$ cat config.mk
export PLATFORM = sky130hd
export DESIGN_NAME = mole_spawner
export DESIGN_NICKNAME = d
export VERILOG_FILES = /design/src/rtl/wam_pkg.sv /design/src/rtl/mole_spawner_lfsr16.sv /design/src/rtl/mole_spawner.sv
export SDC_FILE = /design/constraint.sdc
export NUM_CORES = 1
export LEC_CHECK = 0
export ABC_AREA = 1
export CAP_MARGIN = 20
export CORE_UTILIZATION = 57
export CTS_CLUSTER_SIZE = 8
export DETAILED_ROUTE_END_ITERATION = 10
export DONT_BUFFER_PORTS = 1
export PLACE_DENSITY_LB_ADDON = 0.08
export SYNTH_ARGS = -nofsm -noshare
export SYNTH_HDL_FRONTEND = slang
export SYNTH_HIERARCHICAL = 1
export SYNTH_SLANG_ARGS = --single-unit
$ cat constraint.sdc
create_clock -name clk -period 2.2 [get_ports clk]
set_input_delay 0.22 -clock clk [delete_from_list [all_inputs] [get_ports clk]]
set_output_delay 0.22 -clock clk [all_outputs]
set_load 0.05 [all_outputs]
$ cat src/rtl/wam_pkg.sv
`default_nettype none
// ============================================================================
// Module      : wam_pkg
// Description : Shared whack-a-mole constants and the spawner state encoding.
// Revision    : 1.0 - initial release
// ============================================================================
package wam_pkg;

    localparam int          c_NUM_HOLES = 5;
    // Taps 16,14,13,11 expressed as bit positions 0,2,3,5 of a right-shifting register
    localparam logic [15:0] c_LFSR_TAPS = 16'h002D;

    typedef enum logic [2:0] {
        IDLE = 3'd0,
        ARM  = 3'd1,
        SHOW = 3'd2,
        NEXT = 3'd3,
        DONE = 3'd4
    } spawn_state_t;

endpackage
`default_nettype wire

$ cat src/rtl/mole_spawner_lfsr16.sv
`default_nettype none
// ============================================================================
// Module      : lfsr16
// Description : 16-bit Fibonacci LFSR, free-running every cycle outside reset.
// Revision    : 1.0 - initial release
// ============================================================================
module lfsr16
    import wam_pkg::*;
#(
    parameter logic [15:0] SEED = 16'hACE1
) (
    input  logic        clk,
    input  logic        rst,
    output logic [15:0] state
);

    logic [15:0] r_state;
    logic        w_fb;

    assign w_fb = ^(r_state & c_LFSR_TAPS);

    always_ff @(posedge clk or posedge rst) begin
        if (rst) begin
            r_state <= SEED;
        end else begin
            r_state <= {w_fb, r_state[15:1]};
        end
    end

    assign state = r_state;

endmodule
`default_nettype wire

$ cat src/rtl/mole_spawner.sv
`default_nettype none
// ============================================================================
// Module      : mole_spawner
// Description : Runs a game of timed rounds, emitting a random mole pattern
//               per round. Define DIFFICULTY_RAMP_EN to shorten rounds.
// Revision    : 1.0 - initial release
// ============================================================================
module mole_spawner
    import wam_pkg::*;
#(
    parameter int          ROUND_CYCLES     = 100_000_000,
    parameter int          MIN_ROUND_CYCLES = 25_000_000,
    parameter int          RAMP_STEP        = 5_000_000,
    parameter int          NUM_ROUNDS       = 30,
    parameter int          MAX_MOLES        = 2,
    parameter logic [15:0] LFSR_SEED        = 16'hACE1
) (
    input  logic       clk,
    input  logic       rst,
    input  logic       start,
    input  logic [4:0] board_state,
    output logic       load,
    output logic [4:0] loadval,
    output logic [7:0] round_cnt,
    output logic       game_active,
    output logic       game_over
);

    localparam logic [31:0] c_ROUND = 32'(ROUND_CYCLES);

    if (ROUND_CYCLES < 4 || MIN_ROUND_CYCLES < 4 || MIN_ROUND_CYCLES > ROUND_CYCLES ||
        RAMP_STEP < 0 || NUM_ROUNDS < 1 || NUM_ROUNDS > 255 ||
        MAX_MOLES < 1 || MAX_MOLES > 5 || LFSR_SEED == 16'h0000) begin : g_bad_params
        $error("mole_spawner: illegal parameter combination");
    end

    spawn_state_t r_state, w_next;
    logic [15:0]  w_lfsr;
    logic         w_lfsr_unused;
    logic [4:0]   w_raw, w_pattern;
    logic [2:0]   w_kept;
    logic [31:0]  r_timer, r_interval, w_ramped;
    logic         r_first, w_round_end;
    logic         r_load, r_active, r_over;
    logic [4:0]   r_loadval;
    logic [7:0]   r_round_cnt;
    logic         w_load_d, w_active_d, w_over_d;
    logic [4:0]   w_loadval_d;
    logic [7:0]   w_round_cnt_d;

    lfsr16 #(.SEED(LFSR_SEED)) u_lfsr (
        .clk   (clk),
        .rst   (rst),
        .state (w_lfsr)
    );

    // Only the low byte feeds the pattern
    assign w_lfsr_unused = ^w_lfsr[15:8];

    always_comb begin
        w_raw = w_lfsr[4:0];
        if (w_raw == 5'd0) begin
            w_raw = 5'd1 << (w_lfsr[7:5] % 3'd5);
        end
        w_pattern = '0;
        w_kept    = '0;
        for (int i = 0; i < c_NUM_HOLES; i++) begin
            if (w_raw[i] && (w_kept < 3'(MAX_MOLES))) begin
                w_pattern[i] = 1'b1;
                w_kept       = w_kept + 3'd1;
            end
        end
    end

`ifdef DIFFICULTY_RAMP_EN
    localparam logic [31:0] c_MIN  = 32'(MIN_ROUND_CYCLES);
    localparam logic [31:0] c_STEP = 32'(RAMP_STEP);
    assign w_ramped = (r_interval >= c_MIN + c_STEP) ? (r_interval - c_STEP) : c_MIN;
`else
    assign w_ramped = c_ROUND;
`endif

    // Board-clear is only trusted once the board has had two cycles to latch the load
    assign w_round_end = (r_timer == r_interval - 32'd1) ||
                         ((r_timer >= 32'd2) && (board_state == 5'd0));

    always_ff @(posedge clk or posedge rst) begin
        if (rst) begin
            r_state <= IDLE;
        end else begin
            r_state <= w_next;
        end
    end

    always_comb begin
        w_next = r_state;
        case (r_state)
            IDLE:    if (start) w_next = ARM;
            ARM:     w_next = SHOW;
            SHOW:    if (w_round_end) w_next = (r_round_cnt == 8'(NUM_ROUNDS)) ? DONE : NEXT;
            NEXT:    w_next = ARM;
            DONE:    w_next = IDLE;
            default: w_next = IDLE;
        endcase
    end

    always_comb begin
        w_load_d      = 1'b0;
        w_over_d      = 1'b0;
        w_loadval_d   = r_loadval;
        w_round_cnt_d = r_round_cnt;
        w_active_d    = r_active;
        case (r_state)
            ARM: begin
                w_load_d      = 1'b1;
                w_loadval_d   = w_pattern;
                w_round_cnt_d = r_first ? 8'd1 : (r_round_cnt + 8'd1);
                w_active_d    = 1'b1;
            end
            DONE: begin
                w_load_d    = 1'b1;
                w_loadval_d = '0;
                w_over_d    = 1'b1;
                w_active_d  = 1'b0;
            end
            default: ;
        endcase
    end

    always_ff @(posedge clk or posedge rst) begin
        if (rst) begin
            r_timer    <= '0;
            r_interval <= c_ROUND;
            r_first    <= 1'b0;
        end else begin
            case (r_state)
                IDLE: if (start) r_first <= 1'b1;
                ARM: begin
                    r_timer <= '0;
                    r_first <= 1'b0;
                    if (r_first) r_interval <= c_ROUND;
                end
                SHOW:    r_timer <= r_timer + 32'd1;
                NEXT:    r_interval <= w_ramped;
                default: ;
            endcase
        end
    end

    always_ff @(posedge clk or posedge rst) begin
        if (rst) begin
            r_load      <= 1'b0;
            r_loadval   <= '0;
            r_round_cnt <= '0;
            r_active    <= 1'b0;
            r_over      <= 1'b0;
        end else begin
            r_load      <= w_load_d;
            r_loadval   <= w_loadval_d;
            r_round_cnt <= w_round_cnt_d;
            r_active    <= w_active_d;
            r_over      <= w_over_d;
        end
    end

    assign load        = r_load;
    assign loadval     = r_loadval;
    assign round_cnt   = r_round_cnt;
    assign game_active = r_active;
    assign game_over   = r_over;

endmodule
`default_nettype wire
After elaboration in Yosys (flattened, before gate mapping). Index checks and enable logic that the tools add are counted.

Input port bits: 8. Register bits after elaboration: 100. Logic and storage cells: 74.

Reduce and logical (&&, ||, !) cells: 18. Mux-type cells: 24. Eq/ne operators: 9. Div/mod/pow operators: 1. $lt $le $gt $ge: 5. $add $sub $neg: 6. Shift-type cells: 1.

Operators with widths (count): $pmux W32 S2 (2); $add A32 B1 Y32 const B (1); $eq A32 B32 Y1 (1); $ge A32 B2 Y1 const B (1); $mux W32 (1); $sub A32 B1 Y32 const B (1); $mux W3 (6); $reduce_xor A16 Y1 (1); $lt A3 B2 Y1 const B (4); $pmux W3 S4 (1); $logic_not A5 Y1 (2); $pmux W5 S2 (1); $add A3 B1 Y3 const B (3); $mux W1 (9); $add A8 B1 Y8 const B (1); $eq A8 B5 Y1 const B (1); $mux W8 (1); $reduce_bool A2 Y1 (4); $eq A3 B2 Y1 const B (2); $ne A2 B2 Y1 const B (3); $reduce_and A2 Y1 (3); $logic_and A1 B1 Y1 (5); $mux W5 (1); $shl A1 B3 Y5 const A (1); other kinds (7) (8).

Depth between registers and ports, before layout.
Depth after elaboration: 17. Depth in mapped cells: 16.

Hierarchy. The synthesis kept the hierarchy.

Modules (own cells, without submodules): mole_spawner (cells each 417, sequential area each 1301.2 µm², instances 1, area an instance 3103.0 µm²); lfsr16 (cells each 32, sequential area each 410.4 µm², instances 1, area an instance 478.0 µm²).

Worst setup path before layout. Ideal clock, no wire load.

Path kind: reg-to-reg. Start: register u_lfsr.r_state[5], in the netlist u_lfsr/state[5]. End: register r_loadval[4], in the netlist loadval[4]. Period minus slack after synthesis: 2.197 ns. Library setup time: 0.118 ns. Cell stages (with the launch flop): 15. Required time: 2.082 ns. Slack: 0.003 ns. Buffers on the path: 0. Arrival time: 2.079 ns. Path through: dfstp_2 -> inv_1 -> ha_1 -> inv_1 -> nand3_1 -> nand2_1 -> nor2_1 -> a21oi_1 -> ha_1 -> nand2_1 -> nand3b_1 -> nand2_1 -> nand2_1 -> nand3_1 -> nand2_1.

Word-level cells in the longest chain between the ends: 17. Elaborated cells between the ends (all ways): 20. Those cells by class: add/sub: 3; div: 1; order compare: 4; shift: 1; mux: 7; reduce/logical: 4.

Ends and longest elaborated chain: start, declared (line mole_spawner_lfsr16.sv:17) `logic [15:0] r_state;`; start signal, assigned (line mole_spawner_lfsr16.sv:26) `r_state <= {w_fb, r_state[15:1]};`; $mod A3 B3 Y3 * (line mole_spawner.sv:63) `w_raw = 5'd1 << (w_lfsr[7:5] % 3'd5);`; $shl A1 B3 Y5 * (line mole_spawner.sv:63); $mux W5 * (line mole_spawner.sv:62) `if (w_raw == 5'd0) begin`; $mux W1 (line mole_spawner.sv:68) `if (w_raw[i] && (w_kept < 3'(MAX_MOLES))) begin`; $lt A3 B2 Y1 (line mole_spawner.sv:68); $logic_and A1 B1 Y1 (line mole_spawner.sv:68); $mux W3 (line mole_spawner.sv:68); $lt A3 B2 Y1 (line mole_spawner.sv:68); $logic_and A1 B1 Y1 (line mole_spawner.sv:68); $mux W3 (line mole_spawner.sv:68); $lt A3 B2 Y1 (line mole_spawner.sv:68); $logic_and A1 B1 Y1 (line mole_spawner.sv:68); $mux W3 (line mole_spawner.sv:68); $lt A3 B2 Y1 (line mole_spawner.sv:68); $logic_and A1 B1 Y1 * (line mole_spawner.sv:68); $mux W1 * (line mole_spawner.sv:68); $pmux W5 S2 * (line mole_spawner.sv:113) `case (r_state)`; end signal, assigned (line mole_spawner.sv:159) `r_loadval <= w_loadval_d;`; end, declared (line mole_spawner.sv:45) `logic [4:0] r_loadval;`.

Mark *: on every way between the ends. The rest lies on a longest branch, timed or not. A chain may end at the register's enable or synchronous reset.

Final worst setup path.
Start: register u_lfsr.r_state[6], in the netlist u_lfsr/state[6]. End: register r_loadval[4], in the netlist loadval[4].

The elaborated chain is that of the path after synthesis.

==> results.py <==
metrics = {
    "run_status": {
        "status": "complete, no violations",
    },
    "cells_and_area": {
        "design_area_sq_um": 4165,
        "fill_cells": 468,
        "seqCellArea_sq_um": 1712,
        "areaGrowthSynthToFinish_pct": 16.32,
        "multi_input_area_sq_um": 1717,
        "drive_gt1_share_pct": 16.39,
        "diodes": 0,
        "stdcell_count": 557,
        "nNetsFinal": 493,
    },
    "drt": {
        "drt-initial-drc-count": 219,
        "via_count": 3115,
        "wire_per_inst_um": 14.33,
        "viasPerCell": 5.592,
        "antenna_left": 0,
        "wl_mm": 7.980,
        "drc": 0,
        "dr.pass1.iters": 5,
    },
    "synthesis": {
        "yosys_warnings": 6,
        "synth_edf_count": 0,
        "syn_nets": 465,
        "syn_inst": 449,
        "async_flop_share_pct": 100.0,
        "syn-cell-area_sq_um": 3581,
        "synth_area_per_cell_sq_um": 7.975,
        "ys_ff_latch": 68,
        "synthFlopType": "dfrtp_1",
        "synth_cell_type_count": 35,
        "ys_seq_area_share_pct": 47.80,
    },
    "grt": {
        "grt_pass1_wl_mm": 12.68,
        "met3_usage_pct": 5.169,
        "top_usage_layer": "met2",
        "overflow": 0,
        "antenna_found_initial": 0,
        "grt_pass1_vias": 2780,
        "grt_max_degree": 35,
        "track_usage_pct": 25.57,
        "grtUsageMet1_pct": 34.61,
        "grt_util_met2_pct": 39.08,
    },
    "worst_setup_path": {
        "required_ns": 2.44,
        "cp-end-kind": "flop",
        "cp_slowest_cell": "dfstp_2",
        "slowest_delay_ns": 0.56,
        "critPathMaxFanout": 6,
        "start_kind": "flop",
        "path_cells": "inv_4 > ha_4 > nor2_4 > nand2_4 > a21oi_4 > nor2_4 > a21oi_2 > ha_1 > buf_4 > nand3_1 > nand3_1 > nand3_1 > nand2_1",
        "cp_common_cell": "nand3_1",
        "worst_ep_arrival_time_ns": 2.43,
        "path_class": "reg2reg",
    },
    "sta": {
        "fin_crit_ns": 2.195,
        "finalHoldViolations": 0,
        "finalSetupViolCount": 0,
        "worstMarginPinSlew_ns": 0.5636,
        "rsz0062_at_grt": "yes",
        "relSlewSlack_pct": 62.39,
        "max_freq_mhz": 455.7,
        "min_period_over_period_pct": 99.75,
        "drv_slew": 0,
        "finClkSkew_ns": 0.01112,
    },
    "cts": {
        "cts_tree": "done",
        "clockBufferDepth": 2,
        "numCtsBuffers": 9,
        "path_clk_slew_ns": 0.08,
        "cts_sinks": 68,
        "cts-root-buf": "clkbuf_8",
        "clkLatencyLatePin_ns": 0.34,
        "h-tree-depth": 3,
    },
    "placement": {
        "hpwl_mm": 5.347,
        "placed_cells": 533,
        "gp_congestion": 0.8716,
        "port-buffer-count": 0,
        "post_dp_cell_area_sq_um": 3766,
    },
    "job": {
        "cap_violations": 0,
    },
    "die": {
        "std_cell_rows": 28,
        "fp.dieArea_sq_um": 6603,
        "die_width_um": 81.26,
        "coreArea_sq_um": 5991,
        "die_y_um": 81.26,
        "ios": 24,
        "start_util_pct": 59.77,
    },
    "power_and_ir_drop": {
        "powerDensity_nw_per_um2": 829.0,
        "leakage_uw": 0.001934,
        "vdd_drop_max_mv": 0.7914,
    },
    "worst_hold_path": {
        "hold_path_class": "in2reg",
    },
}
[area by class of cell]
type | instances | area share [%]
multi-input cells | 310 | 41.21
flip-flops and latches | 68 | 41.09
inverters | 64 | 5.828
repair buffers | 24 | 4.386
clock buffers | 12 | 3.485
well taps | 75 | 2.253
clock inverters | 4 | 1.742
[critical path: cells and delay by family, from the launching register on]
kind | cells | cell delay, ns
flops | 1 | 0.56
fa+ha+maj | 2 | 0.43
compound gates | 2 | 0.34
simple gates | 7 | 0.57
buf+inv | 2 | 0.19
[final timing paths]
check / startpoint / cells past startpoint / endpoint / slack (ns)
hold / removal: start / 2 / r_first / 0.02
hold reg to reg: u_lfsr/state[11] / 0 / u_lfsr/state[10] / 0.35
min in group asynchronous: rst / 2 / r_timer[15] / 0.32
setup / recovery: u_lfsr/state[6] / 13 / loadval[4] / 0.005
max in group asynchronous: rst / 3 / r_timer[0] / 1.25
setup reg to reg: u_lfsr/state[6] / 13 / loadval[4] / 0.005
[power breakdown]
part,leakage [uW],switching [uW],internal (uW)
combinational,0.000929,569,228
sequential,0.000898,163,1360
clock,0.000107,468,669
[synth_stat cells, types with 2 or more instances]
library cell,number,area (sq um)
inv_1,62,232.7
xnor2_1,2,17.52
dfstp_2,8,210.2
nor3_4,3,48.80
o22ai_1,4,25.02
inv_2,2,7.510
mux2i_1,4,40.04
ha_1,8,100.1
nor3b_1,2,15.01
nand4_1,12,75.07
nor4_1,9,56.30
nor2_2,3,18.77
nand3b_1,2,15.01
a31o_2,2,17.52
clkbuf_1,4,15.01
nand3_1,32,160.2
xor2_1,3,26.28
nor3_1,15,75.07
a22oi_1,4,30.03
nor2_1,47,176.4
o21ai_0,24,120.1
a21oi_1,17,85.08
nand2_1,107,401.6
dfrtp_1,60,1501
nor3_2,2,20.02
buf_2,2,10.01
[cell usage in the layout, fill, tap and decap left out, drive strengths merged, types with 8 or more instances in the layout]
cell and n:
a21oi 17, buf 23, clkbuf 12, dfrtp 60, dfstp 8, ha 8, inv 64, nand2 107
nand3 34, nand4 12, nor2 51, nor3 20, nor4 9, o21ai 24
[per-stage QoR]
stage                     power [uW]  util (%)   TNS, ns  hold WS (ns)  worst slack [ns]
final                           3453     69.53         0       0.01657          0.005432
after global routing            3633     69.53   -0.1557       0.02345           -0.1035
after CTS                       3474     68.07  -0.01368      0.005607          -0.01368
after detailed placement        2339     62.87   -0.1323        0.1028          -0.09698
after global placement          2321     62.87  -0.01892       0.08921          -0.01892
after floorplan                 2112         -         0        0.1280          0.003169
[per-layer routing]
| layer | routed length [um] | vias up | share of wire (%) |
|---|---|---|---|
| met5 | 0 | - | 0 |
| met4 | 202 | 0 | 2.5 |
| met3 | 331 | 18 | 4.1 |
| met2 | 3713 | 96 | 47 |
| met1 | 3732 | 1465 | 47 |
| li1 | - | 1536 | - |
[logic make-up after synthesis]
family          after synthesis  synth area share [%]
compound gates               56                 8.806
xor+xnor                      5                 1.223
flops                        68                 47.80
fa+ha+maj                     8                 2.795
simple gates                237                 30.75
mux                           4                 1.118
buf+inv                      71                 7.512
[sequential cells by signal, indices dropped and copies added, names as in the netlist]
signal and cells:
r_timer 32, u_lfsr/state 16, round_cnt 8, loadval 5, r_state 3, game_active 1
game_over 1, load 1, r_first 1
[what timing repair did]
action	4_1_cts	5_1_grt
hold endpoints to repair	22	0
pin swaps	13	14
resized for setup	14	16
buffers inserted	5	2
setup endpoints to repair	2	2
hold buffers	1	0
No activity file was read; power rests on OpenSTA's default activity.
